$ cat config.mk
export PLATFORM = sky130hd
export DESIGN_NAME = proc_sequencer_flat
export DESIGN_NICKNAME = d
export VERILOG_FILES = /design/src/rtl/proc_sequencer_if.sv /design/src/rtl/proc_sequencer.sv /design/src/flat_wrapper.sv
export SDC_FILE = /design/constraint.sdc
export NUM_CORES = 1
export LEC_CHECK = 0
export ABC_AREA = 1
export BUFFER_PORTS_ARGS = -buffer_cell sky130_fd_sc_hd__buf_2
export CELL_PAD_IN_SITES_DETAIL_PLACEMENT = 2
export CELL_PAD_IN_SITES_GLOBAL_PLACEMENT = 2
export CORE_MARGIN = 5
export CORE_UTILIZATION = 24
export DETAILED_ROUTE_END_ITERATION = 12
export PLACE_DENSITY_LB_ADDON = 0.1
export SETUP_SLACK_MARGIN = 0.4
export SYNTH_ARGS = -nofsm -noshare
export SYNTH_HDL_FRONTEND = slang
export SYNTH_SLANG_ARGS = --single-unit
$ cat constraint.sdc
create_clock -name Clock -period 2.2 [get_ports Clock]
set_clock_uncertainty 0.2 [all_clocks]
set_input_delay 0.33 -clock Clock [delete_from_list [all_inputs] [get_ports Clock]]
set_output_delay 0.33 -clock Clock [all_outputs]
set_load 0.02 [all_outputs]
$ cat src/rtl/proc_sequencer_if.sv
// Handshake and control bundle between the sequencer and its datapath.
// Signal names follow the processor's established control-line names.
interface proc_sequencer_if #(
  parameter int unsigned DIN_W = 9
) ();

  logic             Run;
  logic [DIN_W-1:0] DIN;
  logic             IRin;
  logic [0:7]       Rin;
  logic [0:7]       Rout;
  logic             Ain;
  logic             Gin;
  logic             Gout;
  logic             DINout;
  logic             AddSub;
  logic             Done;
  logic [1:0]       Tstep;

  modport master (
    output Run, DIN,
    input  IRin, Rin, Rout, Ain, Gin, Gout, DINout, AddSub, Done, Tstep
  );

  modport slave (
    input  Run, DIN,
    output IRin, Rin, Rout, Ain, Gin, Gout, DINout, AddSub, Done, Tstep
  );

endinterface

$ cat src/rtl/proc_sequencer.sv
// Control unit for the memoryless processor: fetches a 9-bit instruction in T0
// and sequences register/ALU enables through T1..T3.
module proc_sequencer #(
  parameter int unsigned DIN_W = 9
) (
  input  logic            Clock,
  input  logic            Reset,
  proc_sequencer_if.slave bus
);

  localparam int unsigned IR_W   = 9;
  localparam int unsigned OP_W   = 3;
  localparam int unsigned NREG   = 8;

  localparam logic [OP_W-1:0] OP_MV  = 3'b000;
  localparam logic [OP_W-1:0] OP_MVI = 3'b001;
  localparam logic [OP_W-1:0] OP_ADD = 3'b010;
  localparam logic [OP_W-1:0] OP_SUB = 3'b011;

  typedef enum logic [1:0] {
    T0 = 2'd0,
    T1 = 2'd1,
    T2 = 2'd2,
    T3 = 2'd3
  } step_e;

  step_e             step_q, step_d;
  logic [IR_W-1:0]   ir_q, ir_d;

  logic [OP_W-1:0]   op;
  logic [0:NREG-1]   x_oh;
  logic [0:NREG-1]   y_oh;

  logic              irin;
  logic [0:NREG-1]   rin;
  logic [0:NREG-1]   rout;
  logic              ain;
  logic              gin;
  logic              gout;
  logic              dinout;
  logic              addsub;
  logic              done;

  // Register index 0 maps to the leftmost enable bit.
  function automatic logic [0:NREG-1] dec_onehot(input logic [OP_W-1:0] idx);
    logic [0:NREG-1] v;
    v      = '0;
    v[idx] = 1'b1;
    return v;
  endfunction

  assign op   = ir_q[8:6];
  assign x_oh = dec_onehot(ir_q[5:3]);
  assign y_oh = dec_onehot(ir_q[2:0]);

  always_ff @(posedge Clock) begin
    if (Reset) begin
      step_q <= T0;
      ir_q   <= '0;
    end else begin
      step_q <= step_d;
      ir_q   <= ir_d;
    end
  end

  // Next-step and control decode from (step, IR), with Run consulted only in T0.
  always_comb begin
    step_d = step_q;
    ir_d   = ir_q;
    irin   = 1'b0;
    rin    = '0;
    rout   = '0;
    ain    = 1'b0;
    gin    = 1'b0;
    gout   = 1'b0;
    dinout = 1'b0;
    addsub = 1'b0;
    done   = 1'b0;

    case (step_q)
      T0: begin
        if (bus.Run) begin
          irin   = 1'b1;
          ir_d   = bus.DIN[DIN_W-1 -: IR_W];
          step_d = T1;
        end
      end

      T1: begin
        case (op)
          OP_MV: begin
            rout   = y_oh;
            rin    = x_oh;
            done   = 1'b1;
            step_d = T0;
          end
          OP_MVI: begin
            dinout = 1'b1;
            rin    = x_oh;
            done   = 1'b1;
            step_d = T0;
          end
          OP_ADD, OP_SUB: begin
            rout   = x_oh;
            ain    = 1'b1;
            step_d = T2;
          end
          default: begin
            done   = 1'b1;
            step_d = T0;
          end
        endcase
      end

      T2: begin
        rout   = y_oh;
        gin    = 1'b1;
        addsub = (op == OP_SUB);
        step_d = T3;
      end

      T3: begin
        gout   = 1'b1;
        rin    = x_oh;
        done   = 1'b1;
        step_d = T0;
      end

      default: step_d = T0;
    endcase
  end

  // Reset silences every control line for as long as it is held.
  assign bus.IRin   = Reset ? 1'b0 : irin;
  assign bus.Rin    = Reset ? '0   : rin;
  assign bus.Rout   = Reset ? '0   : rout;
  assign bus.Ain    = Reset ? 1'b0 : ain;
  assign bus.Gin    = Reset ? 1'b0 : gin;
  assign bus.Gout   = Reset ? 1'b0 : gout;
  assign bus.DINout = Reset ? 1'b0 : dinout;
  assign bus.AddSub = Reset ? 1'b0 : addsub;
  assign bus.Done   = Reset ? 1'b0 : done;
  assign bus.Tstep  = step_q;

endmodule

$ cat src/flat_wrapper.sv
// flat-port wrapper written by rule: the top's interface ports become plain ports
module proc_sequencer_flat 
#(
  parameter int unsigned DIN_W = 9
)
  (Clock, Reset, bus_Run, bus_DIN, bus_IRin, bus_Rin, bus_Rout, bus_Ain, bus_Gin, bus_Gout, bus_DINout, bus_AddSub, bus_Done, bus_Tstep);
  proc_sequencer_if #(.DIN_W(DIN_W)) bus_i ();
  input  logic Clock;
  input  logic Reset;
  input wire logic [$bits(bus_i.Run)-1:0] bus_Run;
  input wire logic [$bits(bus_i.DIN)-1:0] bus_DIN;
  output wire logic [$bits(bus_i.IRin)-1:0] bus_IRin;
  output wire logic [$bits(bus_i.Rin)-1:0] bus_Rin;
  output wire logic [$bits(bus_i.Rout)-1:0] bus_Rout;
  output wire logic [$bits(bus_i.Ain)-1:0] bus_Ain;
  output wire logic [$bits(bus_i.Gin)-1:0] bus_Gin;
  output wire logic [$bits(bus_i.Gout)-1:0] bus_Gout;
  output wire logic [$bits(bus_i.DINout)-1:0] bus_DINout;
  output wire logic [$bits(bus_i.AddSub)-1:0] bus_AddSub;
  output wire logic [$bits(bus_i.Done)-1:0] bus_Done;
  output wire logic [$bits(bus_i.Tstep)-1:0] bus_Tstep;
  assign bus_i.Run = bus_Run;
  assign bus_i.DIN = bus_DIN;
  assign bus_IRin = bus_i.IRin;
  assign bus_Rin = bus_i.Rin;
  assign bus_Rout = bus_i.Rout;
  assign bus_Ain = bus_i.Ain;
  assign bus_Gin = bus_i.Gin;
  assign bus_Gout = bus_i.Gout;
  assign bus_DINout = bus_i.DINout;
  assign bus_AddSub = bus_i.AddSub;
  assign bus_Done = bus_i.Done;
  assign bus_Tstep = bus_i.Tstep;
  proc_sequencer #(.DIN_W(DIN_W)) u_core (.Clock(Clock), .Reset(Reset), .bus(bus_i));
endmodule
-- After elaboration in Yosys (flattened, before gate mapping)
Cells that the tools add are included.
- magnitude comparators: 4
- eq/ne operators: 7
- mux-type cells: 31
- bitwise operators: 2
- reductions and logical operators: 7
- operator list (operator ; count):
    8-bit case mux with 2 select lines ; 3
    8-bit two-way mux ; 3
    1-bit two-way mux ; 19
    4-bit greater-or-equal comparator (second input constant) ; 2
    4-bit by 1-bit less-than comparator with 1-bit output (second input constant) ; 2
    3-bit NOT with 4-bit output ; 2
    2-bit case mux with 4 select lines ; 1
    1-bit demux with 3-bit select ; 2
    3-bit by 2-bit == test with 1-bit output (second input constant) ; 2
    2-bit == test (second input constant) ; 2
    2-bit two-way mux ; 2
    2-bit OR reduction ; 2
    3-bit by 1-bit == test with 1-bit output (second input constant) ; 1
    3-bit logical NOT ; 1
    2-bit by 1-bit == test with 1-bit output (second input constant) ; 1
    1-bit logical AND ; 2
    2-bit logical NOT ; 1
    2-bit != test (second input constant) ; 1
    1-bit case mux with 2 select lines ; 1
    2-bit AND reduction ; 1
- bits in registers: 11
- output and inout port bits: 25
- word-level logic and storage cells: 53

-- Longest topological paths before layout
- depth after elaboration: 8
- gate-level depth with buffers: 8

-- Worst setup path before layout
OpenSTA, ideal clock, no wires.
- kind: reg2out
- start: register u_core.step_q[0], in the netlist u_core.bus.Tstep[0]
- end: output bus_Rout[0]
- arrival: 1.491 ns
- required time: 1.670 ns
- setup slack: 0.179 ns
- cell stages (with the launch flop): 8
- buffers on the path: 0
- cell sequence: dfxtp_1 > ha_1 > inv_1 > nor2_1 > nand2_1 > nand2_2 > nand3_1 > a21oi_1
- cells in the longest elaborated chain, start to end: 3
- ends and longest elaborated chain (what ; line ; text):
    from (decl) ; proc_sequencer.sv:27 ; step_e step_q, step_d;
    from (signal assigned) ; proc_sequencer.sv:61 ; step_q <= step_d;
    2-bit == test or 2-bit by 1-bit == test with 1-bit output (tied branches) ; proc_sequencer.sv:80 ; case (step_q)
    8-bit case mux with 2 select lines * ; proc_sequencer.sv:80 ;
    8-bit two-way mux * ; proc_sequencer.sv:136 ; assign bus.Rout = Reset ? '0 : rout;
    to (decl) ; flat_wrapper.sv:14 ; output wire logic [$bits(bus_i.Rout)-1:0] bus_Rout;
Every way passes the cells marked *; elsewhere a longest branch is shown, timed or not.

==> key figures <==
Timing
  – Crit share post-route: 0.9490
  – Final Hold Viols: 0
  – RSZ-0062 raised after global routing: yes
  – Post-layout minimum cycle time: ~2.1 ns
  – Max Freq: 0.4790 GHz
  – Final hold slack: between 0.1 and 0.15 ns
  – Slew Viols, Final: 0
  – Relative slew slack: 0.7948
  – TNS Setup: 0 ns
  – Slew at the pin closest to its max-slew limit: slightly above 0.3 ns
  – Final setup margin: 0.1122 ns
  – Setup violators final: 0

Finish
  – Layout Cells excl Fill: about 210
  – Final instance area: around 1300 sq um
  – Layout area overhead: 58.45%
  – Layout cells sized above 1: 0.4731
  – Final net count: about 180
  – # diodes: 0

Route
  – Iter 0 DRT Violations: 11
  – Routed wire length: around 3 mm
  – DR vias: between 900 and 1,000
  – Antenna-violating nets left: 0
  – Drt first pass iters: 2
  – Vias/cell: 4.583
  – DR WL/cell: between 10 and 15 um
  – # DRC: 0

Yosys
  – Largest area contributor in the netlist: dfxtp_1
  – Synth top area share: 0.2780
  – Avg Cell Area, Syn: between 6 and 7 sq um
  – Yosys reg bits: 11
  – Top post-synthesis cells by area: dfxtp_1 28%, a21oi_1 11%, inv_1 9.0%
  – Mapped Area: roughly 800 sq um
  – Synth warnings: 0
  – Synth cell types: 18
  – Post-synthesis cell count: approximately 130
  – Mapped Nets: 142
  – Seq/Total Area, Yosys: 0.2780

Clock tree
  – Clk Latency, worst-skew pair: roughly 0.27 ns
  – Clk root buf: clkbuf_4
  – Clock-pin slew on the worst setup and hold paths: roughly 0.07 ns
  – Clock buffer count from CTS: 3
  – Clock tree buffer depth: 2
  – Cts hold-fix bufs: 0
  – TritonCTS Sinks: 11
  – CTS tree: done
  – H-tree Lvls: 1

Flow run
  – Max Cap Viol: 0

Pwr
  – Leakage: ~0.52 nW
  – Worst IR Drop VDD: between 0.3 and 0.4 mV
  – Power Dens Cells: 698.4 nW/um^2

Global route
  – Grt ovf: 0
  – Gr usage total: 0.1380
  – Vias in the first global route: between 1,000 and 1,500
  – First-pass GRT wire length: 4.781 mm
  – Initial antenna violation count: 0
  – Largest net degree at the start of global routing: 18

Place
  – IO Port Bufs: 36
  – Post-DP HPWL: 2.402 mm
  – Placement Cell Area: 1086 sq um
  – Post-placement cell count: around 210
  – Post-Place Setup Slack: 0.3043 ns
  – RD Place Congestion: 0.7390

Worst setup path
  – WP data arrival: roughly 1.6 ns
  – Startpoint type of the worst setup path: flop
  – Crit Path Max Fanout: 8
  – Crit path kind: reg -> out
  – Worst r2r path cells: 7
  – WP data required: about 1.7 ns
  – Element type at the critical path end: primary output

Status
  – Status: complete, no violations

Min path
  – Worst Hold Path Cells: 3
  – Hold crit path type: in -> reg

Floorplan
  – Initial Utilization: 0.2552
  – Die X-Extent: roughly 67 um
  – Die Ht: slightly below 70 um
  – CORE AREA: 3103 sq um
  – Die area: 4549 sq um
  – Boundary pin count: 37
  – Site Rows: 20
[where the power goes]
group	total [W]	internal, W	switching, W	leakage [nW]
Clock	0.000142	0.0000702	0.0000717	0.0150
Combinational	0.000437	0.000152	0.000285	0.415
Sequential	0.000298	0.000242	0.0000555	0.0927
[worst paths after layout]
check	to	slack (ns)	start
hold reg to reg	u_core.ir_q[2]	0.31	u_core.ir_q[2]
hold / removal	u_core.ir_q[8]	0.12	bus_DIN[8]
setup / recovery	bus_Rout[6]	0.11	flop
setup reg to reg	flop	0.63	u_core.bus.Tstep[0]
[metal layers]
layer | part of all wire | track usage | vias to the layer above
met3 | 0.044 | 0.02329 | 4
met5 | 0 | 0 | -
met1 | 0.42 | 0.1618 | 447
met4 | 0.0059 | 0.03797 | 0
li1 | - | - | 493
met2 | 0.53 | 0.2552 | 23
[logic make-up after synthesis]
family	after synthesis	synth area share
AOI/OAI and AO/OA	31	0.2212
adders and majority gates	4	0.06319
buffers and inverters	25	0.1216
DFF	11	0.2780
and+or+nand+nor	55	0.3160
[cell usage in the layout, fill, tap and decap left out, types with 4 or more instances in the layout]
master   synthesis  final
buf_4            0     14
nor2_1          18     15
nand2_1         13     11
o21ai_0         11     10
inv_1           19     15
a21oi_1         18     10
inv_2            4      6
buf_2            2     20
dfxtp_1         11      8
buf_6            0      5
nand3_1         10      7
nor2_2           1      4
a21oi_2          0      7
nor3_1           7      5
[final cells by class]
cell class	count	area [sq um]
clock buffers	4	26.28
fillers	413	1848
inverters	23	91.34
multi-input cells	90	591.8
flip-flops and latches	11	229.0
well taps	44	55.05
repair buffers	39	261.5
[sequential cells by signal, indices dropped and copies added (netlist names), named ones only]
| signal | count |
|---|---|
| u_core.bus.Tstep | 1 |
| u_core.ir_q | 9 |
[synth_stat cells (all sizes together)]
master,n
nor3,7
buf,2
a221oi,1
nand3,10
o21ai,11
dfxtp,11
a31oi,1
ha,4
nor2,20
or2,2
a21oi,18
nor4,1
nand2,15
inv,23
[stage by stage]
step	power [W]	utilization
6_report	0.0008764	0.4044
5_1_grt	0.0009484	0.4044
4_1_cts	0.0008643	0.3859
3_5_place_dp	0.0006657	0.3500
3_3_place_gp	0.0006468	0.3500
2_1_floorplan	0.0005491	-
[critical path: stages, from the launching register on]
cell and delay [ns]:
dfxtp_4 0.36, inv_4 0.06, ha_4 0.14, inv_2 0.03, nor2_1 0.07, nand2_1 0.09, nand2_4 0.12, nand3_2 0.09
a21oi_2 0.18, buf_6 0.14
[timing repair]
action | CTS | global route
setup buffers | 2 | 0
endpoints found under the setup margin | 21 | 22
pin swaps | 5 | 3
resized for setup | 26 | 17
endpoints found under the hold margin | 0 | 0
Note: power is estimated with default switching activity, not from simulation.
